### config.mk
export PLATFORM = sky130hd
export DESIGN_NAME = rr_bus_arbiter_flat
export DESIGN_NICKNAME = d
export VERILOG_FILES = /design/src/rtl/rr_bus_arbiter_pkg.sv /design/src/rtl/rr_bus_arbiter_if.sv /design/src/rtl/rr_bus_arbiter_pick.sv /design/src/rtl/rr_bus_arbiter.sv /design/src/flat_wrapper.sv
export SDC_FILE = /design/constraint.sdc
export NUM_CORES = 1
export LEC_CHECK = 0
export BUFFER_PORTS_ARGS = -buffer_cell sky130_fd_sc_hd__buf_2
export CAP_MARGIN = 5
export CORE_MARGIN = 5
export CORE_UTILIZATION = 40
export DETAILED_ROUTE_END_ITERATION = 16
export GPL_TIMING_DRIVEN = 0
export PLACE_DENSITY = 0.62
export SKIP_CTS_REPAIR_TIMING = 1
export SYNTH_ARGS = -nofsm -noshare
export SYNTH_HDL_FRONTEND = slang
export SYNTH_HIERARCHICAL = 1
export SYNTH_SLANG_ARGS = --single-unit
### constraint.sdc
create_clock -name clk -period 5.4 [get_ports clk]
set_clock_uncertainty 0.1 [all_clocks]
set_input_delay 0 -clock clk [delete_from_list [all_inputs] [get_ports clk]]
set_output_delay 0 -clock clk [all_outputs]
set_load 0.005 [all_outputs]
### src/rtl/rr_bus_arbiter_pkg.sv
// Purpose  : shared constants and bit-vector helpers for the round-robin bus arbiter.
// Latency  : n/a (types and pure functions only).
// Backpressure: n/a.
//
// Contents:
//   MAX_N          widest requester vector the helpers handle
//   PARK_IDX       master that owns the bus after reset
//   rotate_right   bit-rotate within the low n bits, bit sh lands at position 0
//   rotate_left    inverse of rotate_right
//   onehot_to_idx  binary index of the set bit of a one-hot vector
package arb_pkg;

  localparam int MAX_N    = 32;
  localparam int PARK_IDX = 0;

  typedef logic [MAX_N-1:0] vec_t;
  // Index arithmetic type: wide enough to hold i + sh before the wrap (< 2*MAX_N).
  typedef logic [5:0]       cnt_t;

  // Rotate the low n bits of v right by sh (sh < n): result[i] = v[(i + sh) mod n].
  // Bits at or above n are returned as zero.
  function automatic vec_t rotate_right(input vec_t v, input cnt_t sh, input cnt_t n);
    vec_t r;
    cnt_t j;
    r = '0;
    for (int i = 0; i < MAX_N; i++) begin
      j = cnt_t'(i) + sh;
      if (j >= n) j = j - n;
      if (cnt_t'(i) < n) r[i] = v[j[4:0]];
    end
    return r;
  endfunction

  // Rotate the low n bits of v left by sh (sh < n): result[(i + sh) mod n] = v[i].
  function automatic vec_t rotate_left(input vec_t v, input cnt_t sh, input cnt_t n);
    vec_t r;
    cnt_t j;
    r = '0;
    for (int i = 0; i < MAX_N; i++) begin
      j = cnt_t'(i) + sh;
      if (j >= n) j = j - n;
      if (cnt_t'(i) < n) r[j[4:0]] = v[i];
    end
    return r;
  endfunction

  // OR of the indices of all set bits; exact for a one-hot input.
  function automatic logic [4:0] onehot_to_idx(input vec_t v);
    logic [4:0] idx;
    idx = '0;
    for (int i = 0; i < MAX_N; i++) begin
      if (v[i]) idx = idx | 5'(i);
    end
    return idx;
  endfunction

endpackage

### src/rtl/rr_bus_arbiter_if.sv
// Purpose  : request/grant bundle between the bus masters and the arbiter.
// Latency  : n/a (wires only).
// Backpressure: none; req is level-sensitive and held until grant_valid is seen.
//
// Signals:
//   req[N]       per-master request
//   lock[N]      per-master lock request (honoured only in ARB_LOCK_EN builds)
//   grant[N]     one-hot grant, drives the bus mux select
//   grant_id     binary index of the granted master
//   grant_valid  granted master was requesting at the last edge
// Modports: master = requester side, slave = arbiter side.
interface rr_bus_arbiter_if #(
  parameter int N_MASTERS = 4,
  parameter int ID_W      = $clog2(N_MASTERS)
);

  logic [N_MASTERS-1:0] req;
  logic [N_MASTERS-1:0] lock;
  logic [N_MASTERS-1:0] grant;
  logic [ID_W-1:0]      grant_id;
  logic                 grant_valid;

  modport master (
    output req,
    output lock,
    input  grant,
    input  grant_id,
    input  grant_valid
  );

  modport slave (
    input  req,
    input  lock,
    output grant,
    output grant_id,
    output grant_valid
  );

endinterface

### src/rtl/rr_bus_arbiter_pick.sv
// Purpose  : combinational round-robin pick of the first requester after the current owner.
// Latency  : 0 cycles (pure combinational).
// Backpressure: n/a.
//
// Ports:
//   others[N]  requests with the current owner already masked off
//   cur        index of the current owner
//   winner[N]  one-hot first set bit of others searching cur+1, cur+2, ... (wrapping);
//              all-zero when others is zero
module rr_pick
  import arb_pkg::*;
#(
  parameter int N    = 4,
  parameter int ID_W = $clog2(N)
) (
  input  logic [N-1:0]    others,
  input  logic [ID_W-1:0] cur,
  output logic [N-1:0]    winner
);

  cnt_t         sh;
  logic [N-1:0] rot;
  logic [N-1:0] first;

  always_comb begin
    // Rotating by cur+1 puts the highest-priority candidate at bit 0, so a
    // plain lowest-set-bit encoder yields the round-robin winner.
    sh    = (cnt_t'(cur) == cnt_t'(N - 1)) ? cnt_t'(0) : cnt_t'(cur) + cnt_t'(1);
    rot   = N'(rotate_right(vec_t'(others), sh, cnt_t'(N)));
    first = rot & (~rot + N'(1));
    winner = N'(rotate_left(vec_t'(first), sh, cnt_t'(N)));
  end

endmodule

### src/rtl/rr_bus_arbiter.sv
// Purpose  : N-master round-robin bus arbiter with per-grant tenure limit.
// Latency  : req sampled at edge t, new grant/grant_id/grant_valid visible after edge t;
//            no combinational path from req to any output.
// Backpressure: none; masters hold req (level) until they see their grant with grant_valid.
//
// Ports:
//   clk    rising-edge clock
//   reset  synchronous, active-high
//   bus    rr_bus_arbiter_if.slave (req, lock in; grant, grant_id, grant_valid out)
// Build option: ARB_LOCK_EN - when defined, an owner asserting lock and req is never
//   force-rotated by the tenure limit. When undefined the lock inputs are ignored.
module rr_bus_arbiter
  import arb_pkg::*;
#(
  parameter int N_MASTERS  = 4,
  parameter int MAX_TENURE = 8,
  parameter int ID_W       = $clog2(N_MASTERS)
) (
  input  logic              clk,
  input  logic              reset,
  rr_bus_arbiter_if.slave   bus
);

  // Tenure counter sized for 0..MAX_TENURE; unlimited tenure keeps a 1-bit
  // counter parked at zero.
  localparam int TEN_W   = (MAX_TENURE > 0) ? $clog2(MAX_TENURE + 1) : 1;
  localparam int TEN_LIM = (MAX_TENURE > 0) ? MAX_TENURE - 1 : 0;
  localparam logic [N_MASTERS-1:0] PARK_GRANT = N_MASTERS'(1) << PARK_IDX;

  logic [N_MASTERS-1:0] grant_q, grant_d;
  logic [ID_W-1:0]      grant_id_q, grant_id_d;
  logic [TEN_W-1:0]     tenure_q, tenure_d;
  logic                 valid_q, valid_d;

  logic [N_MASTERS-1:0] others;
  logic [N_MASTERS-1:0] winner;
  logic                 owner_req;
  logic                 tenure_sat;
  logic                 lock_hold;

  assign others     = bus.req & ~grant_q;
  assign owner_req  = |(bus.req & grant_q);
  // Saturated means the owner has used its last allowed cycle.
  assign tenure_sat = (MAX_TENURE != 0) && (tenure_q >= TEN_W'(TEN_LIM));

`ifdef ARB_LOCK_EN
  // Only the owner's lock counts, and only while it is still requesting.
  assign lock_hold = |(bus.lock & bus.req & grant_q);
`else
  logic unused_lock;
  assign unused_lock = ^bus.lock;
  assign lock_hold   = 1'b0;
`endif

  rr_pick #(
    .N    (N_MASTERS),
    .ID_W (ID_W)
  ) u_pick (
    .others (others),
    .cur    (grant_id_q),
    .winner (winner)
  );

  always_comb begin
    grant_d  = grant_q;
    tenure_d = tenure_q;
    if (bus.req == '0) begin
      // Idle bus: park on the current owner and forget its tenure.
      tenure_d = '0;
    end else if (owner_req &&
                 (others == '0 || MAX_TENURE == 0 || !tenure_sat || lock_hold)) begin
      // Owner keeps the bus; the counter climbs but never passes the limit.
      if (MAX_TENURE != 0 && !tenure_sat) tenure_d = tenure_q + TEN_W'(1);
    end else begin
      // Owner dropped req, or its tenure ran out while others wait.
      grant_d  = winner;
      tenure_d = '0;
    end
    grant_id_d = ID_W'(onehot_to_idx(vec_t'(grant_d)));
    valid_d    = |(bus.req & grant_d);
  end

  always_ff @(posedge clk) begin
    if (reset) begin
      grant_q    <= PARK_GRANT;
      grant_id_q <= ID_W'(PARK_IDX);
      tenure_q   <= '0;
      valid_q    <= 1'b0;
    end else begin
      grant_q    <= grant_d;
      grant_id_q <= grant_id_d;
      tenure_q   <= tenure_d;
      valid_q    <= valid_d;
    end
  end

  assign bus.grant       = grant_q;
  assign bus.grant_id    = grant_id_q;
  assign bus.grant_valid = valid_q;

endmodule

### src/flat_wrapper.sv
// flat-port wrapper written by rule: the top's interface ports become plain ports
module rr_bus_arbiter_flat import arb_pkg::*;
#(
  parameter int N_MASTERS  = 4,
  parameter int MAX_TENURE = 8,
  parameter int ID_W       = $clog2(N_MASTERS)
)
  (clk, reset, bus_req, bus_lock, bus_grant, bus_grant_id, bus_grant_valid);
  rr_bus_arbiter_if #(.N_MASTERS(N_MASTERS), .ID_W(ID_W)) bus_i ();
  input  logic clk;
  input  logic reset;
  input wire logic [$bits(bus_i.req)-1:0] bus_req;
  input wire logic [$bits(bus_i.lock)-1:0] bus_lock;
  output wire logic [$bits(bus_i.grant)-1:0] bus_grant;
  output wire logic [$bits(bus_i.grant_id)-1:0] bus_grant_id;
  output wire logic [$bits(bus_i.grant_valid)-1:0] bus_grant_valid;
  assign bus_i.req = bus_req;
  assign bus_i.lock = bus_lock;
  assign bus_grant = bus_i.grant;
  assign bus_grant_id = bus_i.grant_id;
  assign bus_grant_valid = bus_i.grant_valid;
  rr_bus_arbiter #(.N_MASTERS(N_MASTERS), .MAX_TENURE(MAX_TENURE), .ID_W(ID_W)) u_core (.clk(clk), .reset(reset), .bus(bus_i));
endmodule
Word level (Yosys, flattened, before mapping)

Index checks and enable logic that the tools add are counted.

Register bits after elaboration: 11
Output and inout port bits: 7
Word-level logic and storage cells: 77

Add/sub/neg operators: 10
Order comparisons: 13
Equality and inequality tests: 1
Mux-type cells: 29
Bitwise gates (word level): 8
Reductions and logical operators: 12

Operator list:

| operator                                                                             | count |
|---|---|
| 32-bit bitwise mux                                                                   | 3 |
| 32-bit bitwise AND                                                                   | 1 |
| 5-bit by 6-bit less-than comparator with 1-bit output (second input constant)        | 4 |
| 1-bit binary-select mux with 5-bit select                                            | 4 |
| 1-bit demux with 5-bit select                                                        | 4 |
| 5-bit by 1-bit greater-or-equal comparator with 1-bit output (second input constant) | 4 |
| 5-bit two-way mux                                                                    | 4 |
| 4-bit bitwise AND                                                                    | 4 |
| 4-bit by 3-bit greater-or-equal comparator with 1-bit output (second input constant) | 4 |
| 4-bit by 3-bit subtractor with 5-bit output (second input constant)                  | 3 |
| 1-bit two-way mux                                                                    | 9 |
| 2-bit by 3-bit adder with 4-bit output (first input constant)                        | 2 |
| 4-bit by 1-bit adder with 4-bit output (second input constant)                       | 2 |
| 4-bit zero test                                                                      | 2 |
| 4-bit two-way mux                                                                    | 2 |
| 4-bit inverter                                                                       | 2 |
| 4-bit OR reduction                                                                   | 2 |
| 1-bit logical AND                                                                    | 5 |
| 1-bit by 3-bit adder with 4-bit output (first input constant)                        | 1 |
| 2-bit two-way mux                                                                    | 2 |
| 3-bit by 3-bit subtractor with 4-bit output (second input constant)                  | 1 |
| 2-bit by 1-bit adder with 3-bit output (second input constant)                       | 1 |
| 3-bit greater-or-equal comparator (second input constant)                            | 1 |
| 3-bit two-way mux                                                                    | 1 |
| 5 further kinds                                                                      | 5 |

Logic depth before layout (Yosys ltp)

Depth after elaboration: 19
Mapped depth: 11
Mapped depth without buffers: 10

Hierarchy

The synthesis kept the hierarchy.

Modules (own cells, without submodules):

| module         | instances | cells each | area an instance (sq um) | seq. area each (sq um) |
|---|---|---|---|---|
| rr_bus_arbiter | 1         | 54         | 520.5                    | 220.2 |
| rr_pick        | 1         | 53         | 475.5                    | 0.0 |

Worst setup path before layout

Ideal clock, no wire load.

Path kind: reg2reg
From: reg u_core.grant_id_q[0] (netlist: u_core/bus.grant_id[0])
To: reg u_core.valid_q (netlist: u_core/bus.grant_valid)
Setup time: 75 ps
Arrival: 2426 ps
Required time: 5225 ps
Path slack: 2800 ps
Cell stages (with the launch flop): 11
Path buffers: 1
Path through: dfxtp_1 -> buf_6 -> inv_1 -> ha_1 -> and2_2 -> o311ai_0 -> a31oi_1 -> a221oi_1 -> a222oi_1 -> mux2_1 -> o22ai_1

Cells in the longest elaborated chain, start to end: 17
Elaborated cells on any way between the ends: 57

RTL lines:

| what                                                                                  | RTL line                                                                     | RTL |
|---|---|---|
| from (decl)                                                                           | rr_bus_arbiter.sv:31                                                         | `logic [ID_W-1:0] grant_id_q, grant_id_d;` |
| from (signal assigned)                                                                | rr_bus_arbiter.sv:86                                                         | `grant_id_q <= ID_W'(PARK_IDX);` |
| from (signal assigned)                                                                | rr_bus_arbiter.sv:91                                                         | `grant_id_q <= grant_id_d;` |
| 2-bit by 1-bit adder with 3-bit output / 2-bit equality test (equally long branches)  | rr_bus_arbiter_pick.sv:28                                                    | `sh = (cnt_t'(cur) == cnt_t'(N - 1)) ? cnt_t'(0) : cnt_t'(cur) + cnt_t'(1);` |
| 3-bit two-way mux (*)                                                                 | rr_bus_arbiter_pick.sv:28                                                    |  |
| 1-bit by 3-bit adder with 4-bit output (tied with other cells)                        | rr_bus_arbiter_pkg.sv:27, rr_bus_arbiter_pkg.sv:40                           |  |
| 4-bit by 3-bit subtractor with 5-bit output (tied with other cells)                   | rr_bus_arbiter_pkg.sv:28, rr_bus_arbiter_pkg.sv:41                           |  |
| 5-bit two-way mux / 1-bit binary-select mux with 5-bit select (equally long branches) | rr_bus_arbiter_pkg.sv:28, rr_bus_arbiter_pkg.sv:41, rr_bus_arbiter_pkg.sv:29 |  |
| 1-bit binary-select mux with 5-bit select / 1-bit two-way mux (equally long branches) | rr_bus_arbiter_pkg.sv:29                                                     | `if (cnt_t'(i) < n) r[i] = v[j[4:0]];` |
| 1-bit two-way mux (implied by the code) / 4-bit inverter (equally long branches)      | rr_bus_arbiter_pkg.sv:29, rr_bus_arbiter_pick.sv:30                          |  |
| 4-bit inverter / 4-bit by 1-bit adder with 4-bit output (equally long branches)       | rr_bus_arbiter_pick.sv:30                                                    | `first = rot & (~rot + N'(1));` |
| 4-bit by 1-bit adder with 4-bit output / 4-bit bitwise AND (equally long branches)    | rr_bus_arbiter_pick.sv:30                                                    |  |
| 4-bit bitwise AND / 32-bit bitwise AND (equally long branches)                        | --                                                                           |  |
| 32-bit bitwise mux (2 in a row)                                                       | rr_bus_arbiter_pkg.sv:42                                                     | `if (cnt_t'(i) < n) r[j[4:0]] = v[i];` |
| 32-bit bitwise mux (*)                                                                | rr_bus_arbiter_pkg.sv:42                                                     |  |
| via u_core.winner[1]                                                                  | rr_bus_arbiter.sv:36                                                         | `logic [N_MASTERS-1:0] winner;` |
| 4-bit two-way mux (*)                                                                 | rr_bus_arbiter.sv:70                                                         | `end else if (owner_req &&` |
| 4-bit two-way mux (*)                                                                 | rr_bus_arbiter.sv:67                                                         | `if (bus.req == '0) begin` |
| 4-bit bitwise AND (*)                                                                 | rr_bus_arbiter.sv:80                                                         | `valid_d = \|(bus.req & grant_d);` |
| 4-bit OR reduction (*)                                                                | rr_bus_arbiter.sv:80                                                         |  |
| to (signal assigned)                                                                  | rr_bus_arbiter.sv:93                                                         | `valid_q <= valid_d;` |
| to (decl)                                                                             | rr_bus_arbiter.sv:33                                                         | `logic valid_q, valid_d;` |

Mark *: on every way through the listed nets, which the timed path passes. The rest lies on a longest branch. The select of a mux whose other input is x is not followed.
A chain may end at the register's enable or synchronous reset.

Worst setup path after layout

Ends and elaborated chain as after synthesis.

==> flow_metrics.py <==
metrics = {
    "layout": {
        "fillers": 243,
        "nets": 143,
        "final_area_sq_um": 1120,
        "area_delta_synth_final_pct": 12.9,
        "drive_gt1_share_pct": 27.6,
        "n_antenna_cell": 0,
        "final-seq-area_sq_um": 220,
        "finalNonFillerCells": 153,
        "multi_input_area_sq_um": 738,
    },
    "logic_synthesis": {
        "yosys_warnings": 6,
        "syn_inst": 107,
        "synth_fa_ha_area_share_pct": 11.3,
        "postSynthAreaPerCell_sq_um": 9.31,
        "ys_types": 41,
        "synth_top_family_by_area": "compound AO/OA/AOI/OAI gates",
        "syn_area_sq_um": 996,
        "ys_seq_elements": 11,
        "synthesis.nets": 126,
        "synth-compound-area-share_pct": 28.0,
        "yosysSeqAreaShare_pct": 22.1,
        "synth_simple_gate_area_share_pct": 24.5,
        "synth_xor_area_share_pct": 0.879,
        "synthMuxAreaShare_pct": 9.42,
    },
    "sta": {
        "hold_viol": 0,
        "finalSetupTns_ns": 0,
        "tightest_slew_ns": 0.701,
        "maxSlewHeadroom_pct": 53.1,
        "whs_ns": 0.0113,
        "rsz0062_at_grt": "no",
        "fin_crit_sh_pct": 55.4,
        "fmax_mhz": 334,
        "fin_crit_ns": 2.99,
        "final_max_slew_viol_count": 0,
        "finalSetupViolCount": 0,
    },
    "pwr": {
        "leakage_uw": 0.000463,
        "p_total_uw": 617,
        "ir_worst_vdd_uv": 352,
        "p_per_area_nw_per_um2": 549,
    },
    "setup_path": {
        "cpPeakStageDelay_ns": 0.45,
        "cp_top_family": "compound AO/OA/AOI/OAI gates",
        "r2r_setup_slack_ns": 2.41,
        "path_buf_inv": 2,
        "cpMaxStageDelayCell": "dfxtp_1",
        "critPathMaxFanout": 7,
        "r2r_start": "u_core/bus.grant_id[0]",
        "path_cells": "buf_6 > inv_1 > ha_1 > and2_2 > o311ai_0 > a31oi_1 > a221oi_1 > a222oi_1 > mux2_1 > o22ai_1",
        "endpoint_kind": "flop",
        "crit_required_ns": 5.50,
        "cp-startpoint": "u_core/bus.grant_id[0]",
        "critPathKind": "flop to flop",
        "cp_data_arrival_time_ns": 3.09,
        "setup.worst_path.start_class": "flop",
    },
    "global_route": {
        "grt_max_degree": 11,
        "grt_pass1_wl_microns": 3660,
        "antenna_found_initial": 0,
        "grt_pass1_vias": 822,
        "grt-ovfl-total": 0,
        "grt_use_total_pct": 13.4,
    },
    "die": {
        "rows": 18,
        "dieArea_sq_um": 3590,
        "start_util_pct": 40.9,
        "core_area_sq_um": 2430,
        "io_pins": 17,
        "die_h_microns": 59.9,
        "fp.dieW_microns": 59.9,
    },
    "place": {
        "placedCellCount": 148,
        "gp_congestion": 0.815,
        "placed_cell_area_sq_um": 1090,
        "io_buffers": 11,
        "dpl.hpwl_microns": 1650,
    },
    "clock_tree": {
        "clk_transition_reported_paths_ns": 0.07,
        "worstSkewPairLatency_ns": 0.27,
        "cts_sinks": 11,
        "clockBufferDepth": 2,
        "cts_tree": "yes",
        "clock-root-buffer": "clkbuf_4",
        "htree_levels": 1,
        "cts_buffers": 3,
    },
    "drt": {
        "vias": 870,
        "postRouteAntennaNets": 0,
        "drc": 0,
        "wire_per_inst_microns": 13.8,
        "dr.pass1.iters": 5,
        "vias_per_cell": 5.69,
        "drt-total-wl_microns": 2110,
        "drtIter0Drc": 44,
    },
    "hold_path": {
        "min_path_type": "input port to flop",
        "min_from": "reset",
    },
    "job": {
        "cap_viol_max_count": 0,
    },
    "status": {
        "status": "complete, no violations",
    },
}
metal layers:
layer  up-vias  global-route usage, %  wire (microns)
met3         4                   1.73             156
met5         -                      0               0
met2        42                   20.5             941
met4         0                   6.96              31
met1       391                   18.1             981
li1        433                      -               -
where the power goes:
part / total [uW] / switching [uW] / internal (uW)
combinational: 428 / 234 / 194
clock: 55.0 / 26.4 / 28.6
sequential: 135 / 26.2 / 108
cell families (layout without fill, tap and decap cells):
| family | Yosys count | count (layout) |
|---|---|---|
| compound gates | 31 | 31 |
| xor+xnor | 1 | 1 |
| fa+ha+maj | 9 | 9 |
| buf+inv | 8 | 24 |
| flops | 11 | 11 |
| mux | 8 | 8 |
| simple gates | 39 | 39 |
cell usage in the layout, fill, tap and decap left out, drive strengths merged, types with 2 or more instances in the layout:
cell type  instances
a222oi             3
nand2              6
o21a               2
a211oi             3
a31oi              3
nor2              14
a221oi             3
a21oi              9
and2b              3
inv                6
dfxtp             11
mux2i              6
ha                 9
clkbuf             5
or2                2
buf               12
nor2b              6
o41ai              3
metrics by stage:
| stage | setup WS (ns) | util [%] |
|---|---|---|
| floorplan | 2.80 | - |
| global placement | 2.51 | 44.8 |
| detailed placement | 2.45 | 44.8 |
| CTS | 2.43 | 45.8 |
| global route | 2.28 | 46.2 |
| finish | 2.41 | 46.2 |
registers in the layout, summed over array words and instances, names as in the netlist:
register,count
u_core/tenure_q,4
u_core/bus.grant_id,2
u_core/bus.grant,4
u_core/bus.grant_valid,1
synthesized netlist by cell type:
library cell	count	share of area [%]
nor4_1	1	0.63
and2_2	1	0.75
o21a_1	1	0.75
a31oi_1	3	1.9
ha_1	9	11
a21oi_4	1	1.6
nand3_1	1	0.50
a221oi_1	3	2.6
nor2b_1	6	3.8
o41ai_1	2	1.8
or2_4	2	1.8
nand4bb_4	1	2.8
a211o_1	1	0.88
a211oi_4	1	2.0
o22ai_1	1	0.63
nor3_1	1	0.50
or3_4	1	1.1
a211oi_1	2	1.5
a21oi_2	3	2.6
a222oi_1	3	3.0
o21ai_2	1	0.88
nand2b_1	1	0.63
nand2_1	6	2.3
nor2_2	1	0.63
o21a_2	1	0.88
buf_6	1	1.1
mux4_2	1	2.3
nand4b_1	1	0.88
nor2_1	12	4.5
and2b_2	3	2.6
inv_1	6	2.3
a21o_1	1	0.75
o41ai_4	1	2.8
xnor2_1	1	0.88
nor2_4	1	1.1
a21oi_1	5	2.5
o311ai_0	1	0.88
mux2i_1	6	6.0
clkbuf_1	1	0.38
dfxtp_1	11	22
mux2_1	1	1.1
worst reg2reg max path, stage by stage (launching register included):
cell and delay, ns:
dfxtp_1 0.45, buf_6 0.18, inv_1 0.09, ha_1 0.38
and2_2 0.24, o311ai_0 0.32, a31oi_1 0.07, a221oi_1 0.41
a222oi_1 0.22, mux2_1 0.32, o22ai_1 0.14
worst paths after layout:
| kind | cells after the start | to |
|---|---|---|
| setup / recovery | 10 | u_core/bus.grant_valid |
| hold / removal | 2 | u_core/bus.grant[3] |
| setup reg to reg | 10 | u_core/bus.grant_valid |
| hold reg to reg | 2 | u_core/tenure_q[1] |
area by class of cell:
cell class / count / area share (%)
flip-flops and latches: 11 / 19.6
well taps: 30 / 3.34
multi-input cells: 88 / 65.6
inverters: 6 / 2.00
plain buffers: 2 / 1.33
clock buffers: 4 / 2.34
repair buffers: 12 / 5.78
Power figures use the tool's default switching activity.
